## src/rtl/axrm_seq_mul_ctrl.sv

```systemverilog
// Sequential 8x8 approximate recursive multiplier: one shared 2x2 digit cell steps through
// all 16 digit pairs and accumulates the shifted partial products into a 16-bit result.
module axrm_seq_mul_ctrl #(
  parameter int APPROX_ROWS = 3
) (
  input  logic        clk,
  input  logic        rst_n,
  input  logic        in_valid,
  output logic        in_ready,
  input  logic [7:0]  a,
  input  logic [7:0]  b,
  input  logic        mode,
  output logic        out_valid,
  input  logic        out_ready,
  output logic [15:0] Y,
  output logic        busy
);

  typedef enum logic [1:0] {IDLE, RUN, DONE} state_t;

  state_t      state, state_nxt;
  logic [7:0]  a_q, b_q;
  logic        mode_q;
  logic [3:0]  k;
  logic [15:0] acc;

  logic        accept;
  logic [1:0]  di, dj, x, y;
  logic        use_approx;
  logic [3:0]  p;
  logic [2:0]  dsum;
  logic [3:0]  shamt;
  logic [15:0] term, acc_sum;

  // Digit selection and the shared 2x2 cell; rows below APPROX_ROWS degrade to the 3-bit cell.
  always_comb begin
    di         = k[3:2];
    dj         = k[1:0];
    x          = 2'(a_q >> {di, 1'b0});
    y          = 2'(b_q >> {dj, 1'b0});
    use_approx = mode_q && ({1'b0, di} < 3'(APPROX_ROWS));
    if (use_approx)
      p = {1'b0, x[1] & y[1], x[0] & y[0], x[0] & y[0]};
    else
      p = {2'b00, x} * {2'b00, y};
    dsum    = {1'b0, di} + {1'b0, dj};
    shamt   = {dsum, 1'b0};
    term    = 16'(p) << shamt;
    acc_sum = acc + term;
  end

  // Ready is forced low while reset is held so nothing can be accepted during reset.
  always_comb begin
    state_nxt = state;
    in_ready  = rst_n && ((state == IDLE) || ((state == DONE) && out_ready));
    accept    = in_valid && in_ready;
    out_valid = (state == DONE);
    busy      = (state == RUN);
    case (state)
      IDLE:    if (accept) state_nxt = RUN;
      RUN:     if (k == 4'd15) state_nxt = DONE;
      DONE:    if (out_ready) state_nxt = accept ? RUN : IDLE;
      default: state_nxt = IDLE;
    endcase
  end

  always_ff @(posedge clk or negedge rst_n) begin
    if (!rst_n) state <= IDLE;
    else        state <= state_nxt;
  end

  // Operand capture, accumulation, and result publication on the final digit product.
  always_ff @(posedge clk or negedge rst_n) begin
    if (!rst_n) begin
      a_q    <= '0;
      b_q    <= '0;
      mode_q <= 1'b0;
      k      <= '0;
      acc    <= '0;
      Y      <= '0;
    end else if (accept) begin
      a_q    <= a;
      b_q    <= b;
      mode_q <= mode;
      k      <= '0;
      acc    <= '0;
    end else if (state == RUN) begin
      acc <= acc_sum;
      k   <= k + 4'd1;
      if (k == 4'd15) Y <= acc_sum;
    end
  end

endmodule

```

## config.mk

```make
export PLATFORM = sky130hd
export DESIGN_NAME = axrm_seq_mul_ctrl
export DESIGN_NICKNAME = d
export VERILOG_FILES = /design/src/rtl/axrm_seq_mul_ctrl.sv
export SDC_FILE = /design/constraint.sdc
export NUM_CORES = 1
export LEC_CHECK = 0
export CORE_MARGIN = 8
export CORE_UTILIZATION = 56
export CTS_CLUSTER_SIZE = 12
export DETAILED_ROUTE_END_ITERATION = 8
export PLACE_DENSITY = 0.8
export SLEW_MARGIN = 40
export SYNTH_ARGS = -nofsm -noshare
export SYNTH_HDL_FRONTEND = slang
export SYNTH_SLANG_ARGS = --single-unit
```

## constraint.sdc

```tcl
create_clock -name clk -period 5.4 [get_ports clk]
set_input_delay 0.81 -clock clk [delete_from_list [all_inputs] [get_ports clk]]
set_output_delay 0.81 -clock clk [all_outputs]
set_load 0.01 [all_outputs]
```

; ---- Word level (Yosys, flattened, before mapping)
; Index checks and enable logic that the tools add are counted.
[totals]
ff_bits = 55
latchBits = 0
ram_bits = 0
mem_bits_ro = 0
inputBits = 21
out_inout_bits = 19
elab_cells = 43
memories = 0
[op_classes]
add_sub_neg = 3
mul = 1
n_div = 0
n_lt_le_gt_ge = 1
eq_ne = 6
n_shift = 3
muxes = 10
bitwise = 3
n_reduce_logical = 9
[ops]
columns = operator, count
row1 = two-way mux 16 bit, 2
row2 = adder 16 bit, 1
row3 = left shift 4 x 4 -> 16 bit, 1
row4 = right shift 8 x 3 -> 2 bit, 2
row5 = two-way mux 4 bit, 3
row6 = two-way mux 2 bit, 3
row7 = case mux 2 bit (3 select lines), 1
row8 = AND reduction 3 bit, 2
row9 = "adder 4 x 1 -> 4 bit, second input constant", 1
row10 = "equality test 4 bit, second input constant", 1
row11 = logical AND 1 bit, 4
row12 = multiplier 2 x 2 -> 4 bit, 1
row13 = "!= test 2 x 1 -> 1 bit, second input constant", 2
row14 = adder 2 x 2 -> 3 bit, 1
row15 = bitwise AND 1 bit, 2
row16 = "equality test 2 x 1 -> 1 bit, second input constant", 1
row17 = "equality test 2 bit, second input constant", 1
row18 = logical NOT 2 bit, 1
row19 = "less-than comparator 2 bit, second input constant", 1
row20 = "!= test 2 bit, second input constant", 1
row21 = nonzero test 2 bit, 1
row22 = logical OR 1 bit, 1
row23 = two-way mux 1 bit, 1
row24 = inverter 1 bit, 1

; ---- Depth between registers and ports, before layout
; Gate-level depths: netlist (run 1).
[logic_depth]
depth_word = 8
mapped_depth = 17
depth_no_buf = 16

; ---- Worst setup path before layout (run 1)
; Ideal clock, no wire load.
[synth_timing]
path_kind = flip-flop to flip-flop
from = register k[0]
to = register acc[13]
setup_time_ns = 0.069
arrival_ns = 3.800
t_required_ns = 5.331
setup_slack_ns = 1.531
path_stages_with_launch = 15
n_path_buf = 0
synth_period_minus_slack_ns = 3.869
path_cell_list = dfrtp_1 > mux4_1 > and2_2 > ha_1 > ha_1 > mux2_2 > a31oi_1 > nor2_1 > ha_1 > nor2b_1 > or3_4 > a21oi_2 > a21oi_1 > or4_1 > nand3_1
[synth_between]
elab_chain_cells = 7
word_cells_on_any_way = 10
cone_classes = add/sub (2) / mul (1) / shift (2) / mux (3) / bitwise (2)
[synth_lines]
columns = element, line
row1 = from (decl), 24  ; logic [3:0] k;
row2 = from (signal assigned), 89  ; k <= k + 4'd1;
row3 = right shift 8 x 3 -> 2 bit, 40  ; y = 2'(b_q >> {dj, 1'b0});
row4 = multiplier 2 x 2 -> 4 bit or bitwise AND 1 bit (tied branches), "45, 43"
row5 = two-way mux 4 bit, 42  ; if (use_approx)
row6 = left shift 4 x 4 -> 16 bit *, 48  ; term = 16'(p) << shamt;
row7 = adder 16 bit *, 49  ; acc_sum = acc + term;
row8 = two-way mux 16 bit *, 87  ; end else if (state == RUN) begin
row9 = two-way mux 16 bit *, 81  ; end else if (accept) begin
row10 = to (signal assigned), 88  ; acc <= acc_sum;
row11 = to (decl), 25  ; logic [15:0] acc;
; Every way passes the cells marked *; elsewhere a longest branch is shown, timed or not. The select of a mux whose other input is x is not followed.
; A chain may end at the register's enable or synchronous reset.

; ---- Worst setup path in the final report (run 1)
; Ends and elaborated chain as after synthesis.

==> results_tabular.tex, run 1 <==
\begin{tabular}{lr}
\hline
Metric & Value \\
\hline
\multicolumn{2}{l}{\textbf{Clock tree}} \\
TritonCTS clock tree & yes \\
Maximum count of clock buffers along a single path & 2 \\
Post-CTS Setup Bufs & 0 \\
Number of gates given a new drive strength after cts & 0 \\
Insertion delay of the later-clocked pin in the worst-skew pair & 320 ps \\
TritonCTS buffer count & 5 \\
H-Tree Level Count & 2 \\
CTS Hold Bufs & 0 \\
Clk sinks & 55 \\
Clock slew at the register clock pins of the worst setup and hold paths & 100 ps \\
Clock root cell & sky130\_fd\_sc\_hd\_\_clkbuf\_8 \\
\multicolumn{2}{l}{\textbf{Drt}} \\
Number of violations reported at the end of detailed-routing iteration 0 & 128 \\
Via density per instance & 5.699 \\
Count of nets left with antenna violations after detail routing & 0 \\
Total Wirelength & 6.428 mm \\
Total via count in the routed design & 2445 \\
Pre-antenna DRT Iters & 4 \\
Wirelength per Cell & 14.98 microns \\
Total DRC errors in the routed layout & 0 \\
\multicolumn{2}{l}{\textbf{Power and ir drop}} \\
Pwr Density & 584.6 mW/mm\^{}2 \\
Leakage power & 1.684 nW \\
Peak supply drop & 0.3116 mV \\
\multicolumn{2}{l}{\textbf{Timing}} \\
Final worst path period share & 0.7991 \\
Fmax & 231.7 MHz \\
Clk\_skew & 8.787 ps \\
Final max-slew violation count & 0 \\
Setup TNS & 0 ps \\
Worst-Margin Slew & 663.8 ps \\
Post-layout minimum cycle time & 4315 ps \\
RSZ-0062 raised after global routing & no \\
Headroom to the max-slew limit & 0.5575 \\
Final count of hold timing violations & 0 \\
\# setup viols final & 0 \\
\multicolumn{2}{l}{\textbf{Logic synthesis}} \\
Warning count from the yosys run & 0 \\
Synth Net Count & 363 \\
Syn Inst Count & 320 \\
Register bit total from synthesis & 55 \\
Sequential-to-total area share from yosys stat & 0.4304 \\
Synthesized area per cell & 9.994 sq um \\
Number of unique standard cell types used by synthesis & 48 \\
Cell taking the most area after synthesis & sky130\_fd\_sc\_hd\_\_dfrtp\_1 \\
Leading cell types by total area after synthesis & sky130\_fd\_sc\_hd\_\_dfrtp\_1 43\%, sky130\_fd\_sc\_hd\_\_ha\_1 7.8\%, sky130\_fd\_sc\_hd\_\_mux2\_2 7.0\%, sky130\_fd\_sc\_hd\_\_o21ai\_0 5.2\%, sky130\_fd\_sc\_hd\_\_nand3\_1 4.1\% \\
Synth top area share & 0.4304 \\
Post-synthesis instance area & 0.003198 sq mm \\
\multicolumn{2}{l}{\textbf{Layout}} \\
Antenna Cells & 0 \\
Most frequent cells in the layout & 55 x sky130\_fd\_sc\_hd\_\_dfrtp\_1, 38 x sky130\_fd\_sc\_hd\_\_clkdlybuf4s50\_1, 33 x sky130\_fd\_sc\_hd\_\_nand2\_1, 33 x sky130\_fd\_sc\_hd\_\_o21ai\_0, 26 x sky130\_fd\_sc\_hd\_\_nand3\_1 \\
Fraction of layout cells with a size suffix above 1 & 0.1261 \\
Design area & 0.003732 sq mm \\
Total Nets Final & 399 \\
Area growth from synthesis to layout & 16.71\% \\
Most common library cell in the layout ignoring fill and taps & sky130\_fd\_sc\_hd\_\_dfrtp\_1 \\
\multicolumn{2}{l}{\textbf{Job}} \\
Max capacitance violation total & 0 \\
\multicolumn{2}{l}{\textbf{Worst hold path}} \\
Number of cells on the worst hold path & 2 \\
Startpoint of the most critical hold path & Y[6]\$\_DFFE\_PN0P\_ \\
Sink of the worst hold path & Y[6]\$\_DFFE\_PN0P\_ \\
Hold crit path type & flop to flop \\
\multicolumn{2}{l}{\textbf{Worst setup path}} \\
Type of element capturing the critical path & flop \\
Worst setup slack for register-to-register paths & 1080 ps \\
R2r worst-path depth & 16 \\
Crit path max fanout & 7 \\
Setup Crit Path Kind & flop to flop \\
Signal arrival time at the worst endpoint & 4570 ps \\
Crit start category & flop \\
Data required, critical path & 5660 ps \\
Destination of the worst register-to-register timing path & acc[13]\$\_DFFE\_PN0P\_ \\
Worst R2R Start & k[0]\$\_DFFE\_PN0P\_ \\
\multicolumn{2}{l}{\textbf{Floorplan}} \\
Die Span Y & 91.57 microns \\
Row count & 27 \\
I/O pin count & 40 \\
Die outline area & 0.008385 sq mm \\
Starting density of the core & 0.5808 \\
Die Wd & 91.57 microns \\
Std-Cell Core Area & 0.005507 sq mm \\
\multicolumn{2}{l}{\textbf{Run status}} \\
Status & completed \\
\multicolumn{2}{l}{\textbf{Global route}} \\
Global-route usage over all layers & 0.1616 \\
Pin count of the biggest net entering global routing & 56 \\
Initial antenna violation count & 0 \\
Remaining global-route overflow & 0 \\
Via count of the first global-routing pass & 2457 \\
Global-route wire length before repair & 11.25 mm \\
\multicolumn{2}{l}{\textbf{Placed design}} \\
IO buf count & 39 \\
GPL Wtd Cong & 0.8566 \\
Post-DP HPWL & 4.959 mm \\
Total placed instance area & 0.003641 sq mm \\
\hline
\end{tabular}
-- stage by stage --
stage                     std cells  hold slack [ps]  power (mW)  utilization  worst slack (ps)
after floorplan                 320            469.4       1.613            -              1531
after detailed placement        421            467.3       1.952       0.6612              1168
after global placement          421            460.4       1.908       0.6612              1316
after global routing            429            521.2       2.367       0.6778             923.6
after CTS                       429            489.6       2.192       0.6778              1127
final                           429            484.0       2.182       0.6778              1085
-- worst max-delay path, cell delays in order, from the launching register on --
cell	delay [ps]
sky130_fd_sc_hd__dfrtp_1	480
sky130_fd_sc_hd__mux4_1	610
sky130_fd_sc_hd__and2_2	190
sky130_fd_sc_hd__ha_1	180
sky130_fd_sc_hd__ha_1	200
sky130_fd_sc_hd__mux2_2	260
sky130_fd_sc_hd__nand2_1	90
sky130_fd_sc_hd__o31a_4	180
sky130_fd_sc_hd__nor3_1	60
sky130_fd_sc_hd__ha_1	360
sky130_fd_sc_hd__a21oi_1	210
sky130_fd_sc_hd__nor2b_1	80
sky130_fd_sc_hd__or3_4	380
sky130_fd_sc_hd__a21oi_2	230
sky130_fd_sc_hd__a21oi_1	160
sky130_fd_sc_hd__or4_1	480
sky130_fd_sc_hd__nand3_1	90
-- report_power, final --
group / total (mW) / internal (mW) / switching [mW]
sequential: 0.713 / 0.592 / 0.121
combinational: 1.23 / 0.575 / 0.660
clock: 0.234 / 0.0941 / 0.140
total: 2.18 / 1.26 / 0.921
-- how the worst max path moves through the flow --
stage                          start  slack, ps             endpoint
floorplan           k[0]$_DFFE_PN0P_       1530  acc[13]$_DFFE_PN0P_
global placement    k[2]$_DFFE_PN0P_       1320  acc[13]$_DFFE_PN0P_
detailed placement  k[2]$_DFFE_PN0P_       1170  acc[13]$_DFFE_PN0P_
CTS                 k[2]$_DFFE_PN0P_       1130  acc[13]$_DFFE_PN0P_
global route        k[2]$_DFFE_PN0P_        920  acc[13]$_DFFE_PN0P_
finish              k[0]$_DFFE_PN0P_       1080  acc[13]$_DFFE_PN0P_
-- routing by layer --
metal  up-vias  track usage  routed length [microns]
met2        44       0.2773                     3161
li1       1211            -                        -
met5         -            0                        0
met3         9      0.04198                      240
met1      1181       0.1910                     2924
met4         0      0.05457                      102
-- registers in the layout, summed over array words and instances, names as in the netlist --
register  cells
Y            16
a_q           8
acc          16
b_q           8
k             4
mode_q        1
state         2
-- cell usage after synthesis, drive strengths merged --
library cell	n
buf	7
xor2	10
inv	11
or2	1
nor2b	6
o31ai	4
a21bo	1
o311a	1
and3	3
xnor2	4
a21o	4
nor3	5
nor2	13
nand2	34
a31oi	2
o211ai	2
fa	2
o22ai	1
or4	1
clkbuf	7
nand2b	5
mux2i	1
o21a	3
mux4	4
a21oi	15
or3	2
nor4	2
or3b	1
and2	4
ha	20
o31a	1
nand4	3
o221ai	2
nor3b	1
o21ai	36
nand3	26
mux2	20
dfrtp	55
-- cell families (layout without fill, tap and decap cells) --
family | after synthesis | count (layout) | share of synthesized area
buffers and inverters | 25 | 62 | 0.03247
adder cells (fa/ha/maj) | 22 | 22 | 0.09077
XOR/XNOR | 14 | 14 | 0.04069
AND/OR/NAND/NOR | 107 | 107 | 0.1671
multiplexers | 25 | 25 | 0.1041
AO/OA/AOI/OAI | 72 | 72 | 0.1346
flip-flops | 55 | 55 | 0.4304
-- final cells by class --
class	instances	area, sq um
flip-flops and latches	55	1376
repair buffers	43	415.4
multi-input cells	240	1718
clock buffers	5	68.82
well taps	72	90.09
clock inverters	3	22.52
fillers	451	1774
inverters	11	41.29
Power figures use the tool's default switching activity.
==> inputs of run 2 (changes only) <==
clock period = 4.1 ns   (was 5.4 ns; I/O delays follow)
==> results_tabular.tex, run 2 (same netlist as run 1, synthesis figures left out) <==
\begin{tabular}{lr}
\hline
Metric & Value \\
\hline
\multicolumn{2}{l}{\textbf{Run status}} \\
Status & completed \\
\multicolumn{2}{l}{\textbf{Global route}} \\
Global-route wire length before repair & 12.12 mm (+7.7\%) \\
Pin count of the biggest net entering global routing & 56 (unchanged) \\
Initial antenna violation count & 0 (unchanged) \\
Remaining global-route overflow & 0 (unchanged) \\
Via count of the first global-routing pass & 2595 (+5.6\%) \\
Global-route usage over all layers & 0.1727 (+0.01102) \\
\multicolumn{2}{l}{\textbf{Drt}} \\
Count of nets left with antenna violations after detail routing & 0 (unchanged) \\
Wirelength per Cell & 16.42 microns (+9.6\%) \\
Total DRC errors in the routed layout & 0 (unchanged) \\
Total Wirelength & 7.291 mm (+13\%) \\
Via density per instance & 5.829 (+2.3\%) \\
Number of violations reported at the end of detailed-routing iteration 0 & 162 (+27\%) \\
Total via count in the routed design & 2588 (+5.8\%) \\
Pre-antenna DRT Iters & 4 (unchanged) \\
\multicolumn{2}{l}{\textbf{Timing}} \\
\# setup viols final & 0 (unchanged) \\
Final count of hold timing violations & 0 (unchanged) \\
Setup TNS & 0 ps (unchanged) \\
Post-layout minimum cycle time & 4041 ps (-274.8 ps) \\
Clk\_skew & 3.959 ps (-4.829 ps) \\
Headroom to the max-slew limit & 0.5288 (-0.02870) \\
Final worst path period share & 0.9855 (+0.1864) \\
Worst-Margin Slew & 706.8 ps (+43.05 ps) \\
Final max-slew violation count & 0 (unchanged) \\
Fmax & 247.5 MHz (+6.8\%) \\
PnR worst setup slack & 59.41 ps (-1025 ps) \\
\multicolumn{2}{l}{\textbf{Power and ir drop}} \\
Clock power share & 0.115 (+0.008) \\
Leakage power & 1.773 nW (+5.3\%) \\
Net switching power & 1.355 mW (+47\%) \\
Peak supply drop & 0.4504 mV (+45\%) \\
Sequential group share of total power & 0.285 (-0.042) \\
Pwr Density & 827.6 mW/mm\^{}2 (+42\%) \\
Design internal power & 1.909 mW (+51\%) \\
Relative contribution of combinational cells to total power & 0.599 (+0.033) \\
Switch share & 0.4150 (-0.007004) \\
\multicolumn{2}{l}{\textbf{Worst setup path}} \\
Setup Crit Path Kind & flop to flop \\
Data required, critical path & 4350 ps (-1310 ps) \\
Destination of the worst register-to-register timing path & acc[13]\$\_DFFE\_PN0P\_ \\
Worst R2R Start & k[0]\$\_DFFE\_PN0P\_ \\
Critical Path Start & k[0]\$\_DFFE\_PN0P\_ \\
Crit start category & flop \\
Critical path buffers and inverters & 1 (+1) \\
Worst setup slack for register-to-register paths & 60 ps (-1030 ps) \\
Stages on the worst setup path & 16 (unchanged) \\
Cells along the critical path & mux4\_2, and2\_4, ha\_1, nand2\_1, o21ai\_0, nand2\_1, or3\_4, inv\_1, ha\_1, a21oi\_2, nor2\_1, or3\_4, a21oi\_4, a21oi\_4, or4\_1, nand3\_1 \\
Type of element capturing the critical path & flop \\
R2r worst-path depth & 16 (unchanged) \\
Signal arrival time at the worst endpoint & 4290 ps (-280 ps) \\
Crit path max fanout & 3 (-4) \\
Crit path max-delay cell type & sky130\_fd\_sc\_hd\_\_mux4\_2 \\
CP delay by family, top & simple AND/OR/NAND/NOR gates \\
Worst Setup EP & acc[13]\$\_DFFE\_PN0P\_ \\
Biggest cell delay along the critical path & 530 ps (-80 ps) \\
\multicolumn{2}{l}{\textbf{Clock tree}} \\
TritonCTS clock tree & yes \\
H-Tree Level Count & 2 (unchanged) \\
Clk sinks & 55 (unchanged) \\
TritonCTS buffer count & 5 (unchanged) \\
Clock root cell & sky130\_fd\_sc\_hd\_\_clkbuf\_8 \\
Insertion delay of the later-clocked pin in the worst-skew pair & 310 ps (about the same) \\
Clock slew at the register clock pins of the worst setup and hold paths & 100 ps (about the same) \\
Maximum count of clock buffers along a single path & 2 (unchanged) \\
\multicolumn{2}{l}{\textbf{Layout}} \\
Registers with the most flip-flops & Y (16), acc (16) \\
Fraction of layout cells with a size suffix above 1 & 0.2016 (+0.07556) \\
Area growth from synthesis to layout & 23.32\% \\
Most common library cell in the layout ignoring fill and taps & sky130\_fd\_sc\_hd\_\_dfrtp\_1 \\
Total Nets Final & 414 (+3.8\%) \\
Most frequent cells in the layout & 53 x sky130\_fd\_sc\_hd\_\_dfrtp\_1, 38 x sky130\_fd\_sc\_hd\_\_clkdlybuf4s50\_1, 32 x sky130\_fd\_sc\_hd\_\_nand2\_1 \\
Antenna Cells & 0 (unchanged) \\
\multicolumn{2}{l}{\textbf{Worst hold path}} \\
Hold crit path type & input port to asynchronous set/reset pin \\
\multicolumn{2}{l}{\textbf{Floorplan}} \\
Row count & 27 (unchanged) \\
Die outline area & 0.008385 sq mm (unchanged) \\
Die Span Y & 91.57 microns (unchanged) \\
I/O pin count & 40 (unchanged) \\
Std-Cell Core Area & 0.005507 sq mm (unchanged) \\
Die Wd & 91.57 microns (unchanged) \\
Starting density of the core & 0.5808 (unchanged) \\
\multicolumn{2}{l}{\textbf{Placed design}} \\
GPL Wtd Cong & 0.8840 (+3.2\%) \\
IO buf count & 39 (unchanged) \\
Pre-CTS setup slack & 31.75 ps (-1136 ps) \\
Post-DP HPWL & 5.071 mm (+2.3\%) \\
\multicolumn{2}{l}{\textbf{Job}} \\
Max capacitance violation total & 0 (unchanged) \\
\hline
\end{tabular}
-- run 2: stage by stage --
step / instances / total power [mW] / instance area, sq um / utilization / hold WS (ps)
after global placement: 425 / 2.555 / 3671 / 0.6667 / 459.9
after global routing: 444 / 3.513 / 3944 / 0.7162 / 517.3
after detailed placement: 425 / 2.623 / 3671 / 0.6667 / 469.0
after floorplan: 320 / 2.124 / 3198 / - / 319.4
after CTS: 433 / 3.018 / 3796 / 0.6894 / 491.8
final: 444 / 3.264 / 3944 / 0.7162 / 476.5
-- run 2: final cells by class --
| cell class | instances | area [sq um] |
|---|---|---|
| clock buffer | 6 | 82.58 |
| clock inverter | 2 | 35.03 |
| fill | 413 | 1563 |
| inverter | 11 | 41.29 |
| multi-input combinational | 240 | 1788 |
| sequential | 55 | 1379 |
| tap | 72 | 90.09 |
| timing repair buffer | 58 | 528.0 |
-- run 2: worst min path at each step --
stage | start | to | cells past startpoint
after floorplan | rst_n | Y[0]$_DFFE_PN0P_ | 0
after global placement | Y[7]$_DFFE_PN0P_ | Y[7]$_DFFE_PN0P_ | 2
after detailed placement | Y[7]$_DFFE_PN0P_ | Y[7]$_DFFE_PN0P_ | 2
after CTS | Y[7]$_DFFE_PN0P_ | Y[7]$_DFFE_PN0P_ | 2
after global routing | Y[7]$_DFFE_PN0P_ | Y[7]$_DFFE_PN0P_ | 2
final | rst_n | Y[6]$_DFFE_PN0P_ | 2
-- run 2: power by group through the flow --
| stage | logic, mW | clock network [mW] | registers (mW) |
|---|---|---|---|
| after floorplan | 1.20 | 0 | 0.927 |
| after global placement | 1.63 | 0 | 0.924 |
| after detailed placement | 1.68 | 0 | 0.939 |
| after CTS | 1.71 | 0.384 | 0.928 |
| after global routing | 2.15 | 0.395 | 0.966 |
| final | 1.96 | 0.376 | 0.932 |
-- run 2: worst register-to-register path, cell delays in order (launching register included) --
cell and delay (ps):
sky130_fd_sc_hd__dfrtp_2 410, sky130_fd_sc_hd__mux4_2 530, sky130_fd_sc_hd__and2_4 170, sky130_fd_sc_hd__ha_1 300, sky130_fd_sc_hd__nand2_1 60, sky130_fd_sc_hd__o21ai_0 100, sky130_fd_sc_hd__nand2_1 130, sky130_fd_sc_hd__or3_4 360
sky130_fd_sc_hd__inv_1 70, sky130_fd_sc_hd__ha_1 230, sky130_fd_sc_hd__a21oi_2 160, sky130_fd_sc_hd__nor2_1 80, sky130_fd_sc_hd__or3_4 410, sky130_fd_sc_hd__a21oi_4 230, sky130_fd_sc_hd__a21oi_4 90, sky130_fd_sc_hd__or4_1 530
sky130_fd_sc_hd__nand3_1 110
-- run 2: per-layer routing --
layer	global-route usage	part of all wire
met2	0.2935	0.49
met3	0.04280	0.049
met1	0.2085	0.43
met4	0.05593	0.028
met5	0	0
-- run 2: timing repair --
item / CTS / global route
buffers inserted: 0 / 12
setup endpoints to repair: 1 / 12
gates resized for setup: 1 / 22
cloned: 0 / 0
endpoints found under the hold margin: 0 / 0
pin swaps: 0 / 10
hold buffers: 0 / 0
==> RTL change 1 (settings of run 2) <==
The 3 states of `state_t` get a one-hot encoding in 3 bits.
--- a/src/rtl/axrm_seq_mul_ctrl.sv
+++ b/src/rtl/axrm_seq_mul_ctrl.sv
@@ -18,3 +18,3 @@
 
-  typedef enum logic [1:0] {IDLE, RUN, DONE} state_t;
+  typedef enum logic [2:0] {IDLE = 3'b001, RUN = 3'b010, DONE = 3'b100} state_t;
 
Check against the original RTL: same outputs for any inputs over 10 cycles, from zero or initial values and one cycle with rst_n low; not proved beyond that.
==> RTL change 1 against run 2 <==
- cell area is 1.6% higher
- utilization shrank 3.1 points
- synthesized area grew 4.9%
- count of clock-buffer cells in the layout did not move
- worst setup slack better by 0.057 ns
- critical path depth fell by 1
- routed wire length rose by 0.45%
- non-clock buffer count decreased by 5
- synthesized cell count up 18%
- sequential cell count grew 1
- via count up 7.9%
- critical endpoint is now Y[13]
Power is not compared: it rests on default switching activity, and its combinational part moved more than twofold at a synthesized area within 25%.
==> RTL change 1: results (changes against run 2) <==
Synthesized Nets = 422 (was 363)
Root buffer cell = clkbuf_8 (unchanged)
I/O Buffers = 39 (unchanged)
Asr flop ratio synth = 100.0% (unchanged)
Maximum vdd drop = 0.0002315 V
Hpwl dp = 5.177 mm (was 5.071 mm)
Unique masters post-synth = 57 (was 48)
Synth top cells by count = nand2_1, dfrtp_1, o21ai_0 (was dfrtp_1, nand2_1, o21ai_0)
Final Setup Violations = 0 (unchanged)
Reg-to-reg critical path startpoint = k[0] (unchanged)
FF-to-FF path depth = 15 (was 16)
Total track usage = 17.84% (was 17.27%)
Clock transition at path regs = 0.10 ns (about the same)
Nets = 463 (was 414)
Share of cells above drive strength 1 = 10.45% (was 20.16%)
Top delay family on crit path = multiplexers (was simple AND/OR/NAND/NOR gates)
Seq/Total Area, Yosys = 41.81% (was 43.04%)
Final hold slack = 0.4397 ns (was 0.4765 ns)
Gp weighted congestion = 0.8702 (was 0.8840)
# fillers = 454 (was 413)
DR vias = 2793 (was 2588)
Startpoint Class = flip-flop (unchanged)
Reg2reg end = Y[13] (was acc[13])
Relative slew slack = 50.92% (was 52.88%)
First-pass GRT wire length = 12.71 mm (was 12.12 mm)
Vias in the first global route = 2742 (was 2595)
Ys flop type = dfrtp_1 (unchanged)
Reg2Reg Setup Slack = 0.12 ns (was 0.06 ns)
WL final = 7.324 mm (was 7.291 mm)
H-tree levels = 2 (unchanged)
Crit path largest cell delay = 0.56 ns (was 0.53 ns)
Worst Skew = 0.008322 ns (was 0.003959 ns)
Largest net degree at the start of global routing = 57 (was 56)
Mean routed wirelength per cell = 14.77 µm (was 16.42 µm)
Status = finished, final reports clean (unchanged)
Critical Path AT = 4.16 ns (was 4.29 ns)
Iter 0 DRT Violations = 188 (was 162)
Syn Area/Cell = 8.851 µm² (was 9.994 µm²)
Largest cells by area after synthesis = dfrtp_1, nand2_1, ha_1 (was dfrtp_1, ha_1, mux2_2)
Dpl cells = 486 (was 425)
==> RTL change 1: changes by cell type in the layout (fill, tap and decap cells not counted), sizes merged, moves of 4 or more <==
cell	run 2	this run
nand2	34	92
mux2	20	3
nor2	13	20
buf	20	15
a21o	4	0
a31oi	2	6
nand3	26	22
xor2	10	6
==> RTL change 1: area by class of cell <==
type / count / area share [%]
Timing Repair Buffer: 53 / 12.24
Clock inverter: 2 / 1.499
Multi-Input combinational cell: 291 / 45.85
Sequential cell: 56 / 35.04
Inverter: 13 / 1.218
Clock buffer: 6 / 1.811
Tap cell: 75 / 2.342
==> RTL change 1: worst max path at each step <==
stage	end	slack [ns]	depth (start not counted)
2_1_floorplan	Y[13]	0.29	15
3_3_place_gp	Y[13]	0.12	15
3_5_place_dp	Y[13]	-0.03	15
4_1_cts	Y[13]	0.001	15
5_1_grt	Y[13]	-0.04	15
6_report	Y[13]	0.12	15
==> RTL change 1: per-stage QoR <==
step                      area, µm²  worst slack (ns)  total power, µW  setup TNS, ns  util (%)
after global routing           4006          -0.04421             1536       -0.04421     68.48
after floorplan                3354            0.2909            908.3              0         -
after detailed placement       3831          -0.03403             1019       -0.03403     65.48
after CTS                      3971          0.001271             1449              0     67.88
final                          4006            0.1165             1453              0     68.48
after global placement         3831            0.1222             1005              0     65.48
==> RTL change 1: metal layers <==
layer | vias up | routed length [µm] | global-route usage [%]
met3 | 11 | 337 | 4.006
met2 | 60 | 3609 | 29.67
met4 | 0 | 103 | 6.174
li1 | 1393 | - | -
met1 | 1329 | 3273 | 22.22
met5 | - | 0 | 0
==> RTL change 1: what timing repair did <==
action                                  4_1_cts  5_1_grt
setup buffers                                 1        1
gates resized for setup                       3        7
hold buffers                                  0        0
endpoints found under the setup margin        1        5
pin swaps                                     2        3
==> RTL change 1: kinds of logic after synthesis <==
logic type / share of synthesized area [%]
compound gates: 13.84
xor+xnor: 3.618
fa+ha+maj: 8.654
buf+inv: 4.214
flops: 41.81
mux: 4.811
simple gates: 23.05
==> RTL change 1: power by group through the flow <==
stage | registers (µW) | clock network, µW | logic (µW)
after CTS | 662 | 435 | 352
after floorplan | 660 | 0 | 248
after detailed placement | 672 | 0 | 347
after global routing | 670 | 456 | 410
final | 662 | 427 | 364
after global placement | 669 | 0 | 337
==> RTL change 2 (config.mk and constraints of run 2) <==
Without the edit above. Add an input register stage for `mode`, cleared by the reset; this delays it by one clock. The other inputs are not delayed to match.
--- a/src/rtl/axrm_seq_mul_ctrl.sv
+++ b/src/rtl/axrm_seq_mul_ctrl.sv
@@ -19,2 +19,12 @@
   typedef enum logic [1:0] {IDLE, RUN, DONE} state_t;
+
+  logic mode_r;
+
+  always_ff @(posedge clk or negedge rst_n) begin
+    if (!rst_n) begin
+      mode_r <= '0;
+    end else begin
+      mode_r <= mode;
+    end
+  end
 
@@ -83,3 +93,3 @@
       b_q    <= b;
-      mode_q <= mode;
+      mode_q <= mode_r;
       k      <= '0;
Behaviour: same outputs for any inputs over 10 cycles, from zero or initial values and one cycle with rst_n low; that may be too few to reach the edited logic, so the function may still have changed.
==> RTL change 2 against run 2 <==
- worst setup slack better by 0.00077 ns
- global-route usage shrank 0.12 points
- synthesized area grew 0.78%
- routed wire length up 1.2%
- cell area grew 0.76%
- via count shrank 1.3%
- total power up 0.83%
- sequential cell count grew 1
- sequential power increased by 1%
- highest routed layer unchanged
==> RTL change 2: results (changes against run 2) <==
Compound-Gate Fraction of Synth Area = 13.35% (was 13.46%)
First-pass GRT wire length = 12.00 mm (was 12.12 mm)
PwrDens = 828.1 nW/µm² (was 827.6 nW/µm²)
Largest cells by area after synthesis = dfrtp_1, ha_1, mux2_2 (unchanged)
WL met2 = 3.695 mm (was 3.604 mm)
FF-to-FF path depth = 15 (was 16)
Worst-Margin Slew = 0.6908 ns (was 0.7068 ns)
Synthesized Nets = 364 (was 363)
Met1 wire length = 3.180 mm (was 3.125 mm)
Max stage delay cell, worst path = or4_1 (was mux4_2)
Met1 Usage GRT = 20.29% (was 20.85%)
Met3 Usage GRT = 3.993% (was 4.280%)
Maximum vdd drop = 0.0003590 V (was 0.0004504 V)
Final min period = 4.040 ns (was 4.041 ns)
Adder-cell share of the synthesized area = 9.006% (was 9.077%)
Final std cells w/o fill = 442 (was 444)
Crit path largest cell delay = 0.55 ns (was 0.53 ns)
Final hold slack = 0.4348 ns (was 0.4765 ns)
Dpl cells = 425 (unchanged)
Total track usage = 17.14% (was 17.27%)
DRT Pass-1 Iters = 4 (unchanged)
DR vias = 2555 (was 2588)
Syn Area/Cell = 10.04 µm² (was 9.994 µm²)
CP max FO = 6 (was 3)
Largest net degree at the start of global routing = 57 (was 56)
Vias in the first global route = 2636 (was 2595)
Multiplexer share of the synthesized area = 10.33% (was 10.41%)
Leak pwr = 0.001761 µW (was 0.001773 µW)
Placement Cell Area = 3689 µm² (was 3671 µm²)
# fillers = 418 (was 413)
Worst Skew = 0.008662 ns (was 0.003959 ns)
Top layer in use = met4 (unchanged)
Nets = 412 (was 414)
Seq/Total Area, Yosys = 43.48% (was 43.04%)
Number of flops mapped to enable cells by yosys = 0 (unchanged)
Iter 0 DRT Violations = 210 (was 162)
Share of cells above drive strength 1 = 20.00% (was 20.16%)
Post-synthesis xor/xnor area fraction = 4.037% (was 4.069%)
Status = finished, final reports clean (unchanged)
Synth top cells by count = dfrtp_1, nand2_1, o21ai_0 (unchanged)
Hpwl dp = 5.090 mm (was 5.071 mm)
GR met2 Demand/Resource = 29.14% (was 29.35%)
Gp weighted congestion = 0.8467 (was 0.8840)
Met3 Wirelength = 355 µm (was 356 µm)
Place WS = 0.01924 ns (was 0.03175 ns)
Mean routed wirelength per cell = 16.70 µm (was 16.42 µm)
Reg-to-reg critical path startpoint = k[2] (was k[0])
[RTL change 2: power breakdown]
group / total, µW / internal [µW] / switching [µW]
sequential: 943 / 792 / 150
clock: 367 / 181 / 186
combinational: 1980 / 936 / 1050
[RTL change 2: worst max-delay path by stage]
stage / from / to / cells past startpoint
after floorplan: k[0] / acc[13] / 14
after global placement: k[2] / acc[13] / 16
after detailed placement: k[2] / acc[13] / 16
after CTS: k[2] / acc[13] / 16
after global routing: k[2] / acc[12] / 15
final: k[2] / acc[13] / 15
[RTL change 2: what timing repair did]
item | CTS | global route
hold buffers | 0 | 0
pin swaps | 0 | 13
setup endpoints to repair | 1 | 12
resized for setup | 1 | 26
setup buffers | 0 | 9
[RTL change 2: layout make-up]
class,count,share of cell area [%]
flip-flops and latches,56,35.30
repair buffers,55,12.81
inverters,11,1.039
well taps,72,2.267
clock inverters,3,1.071
multi-input cells,240,45.78
clock buffers,5,1.732
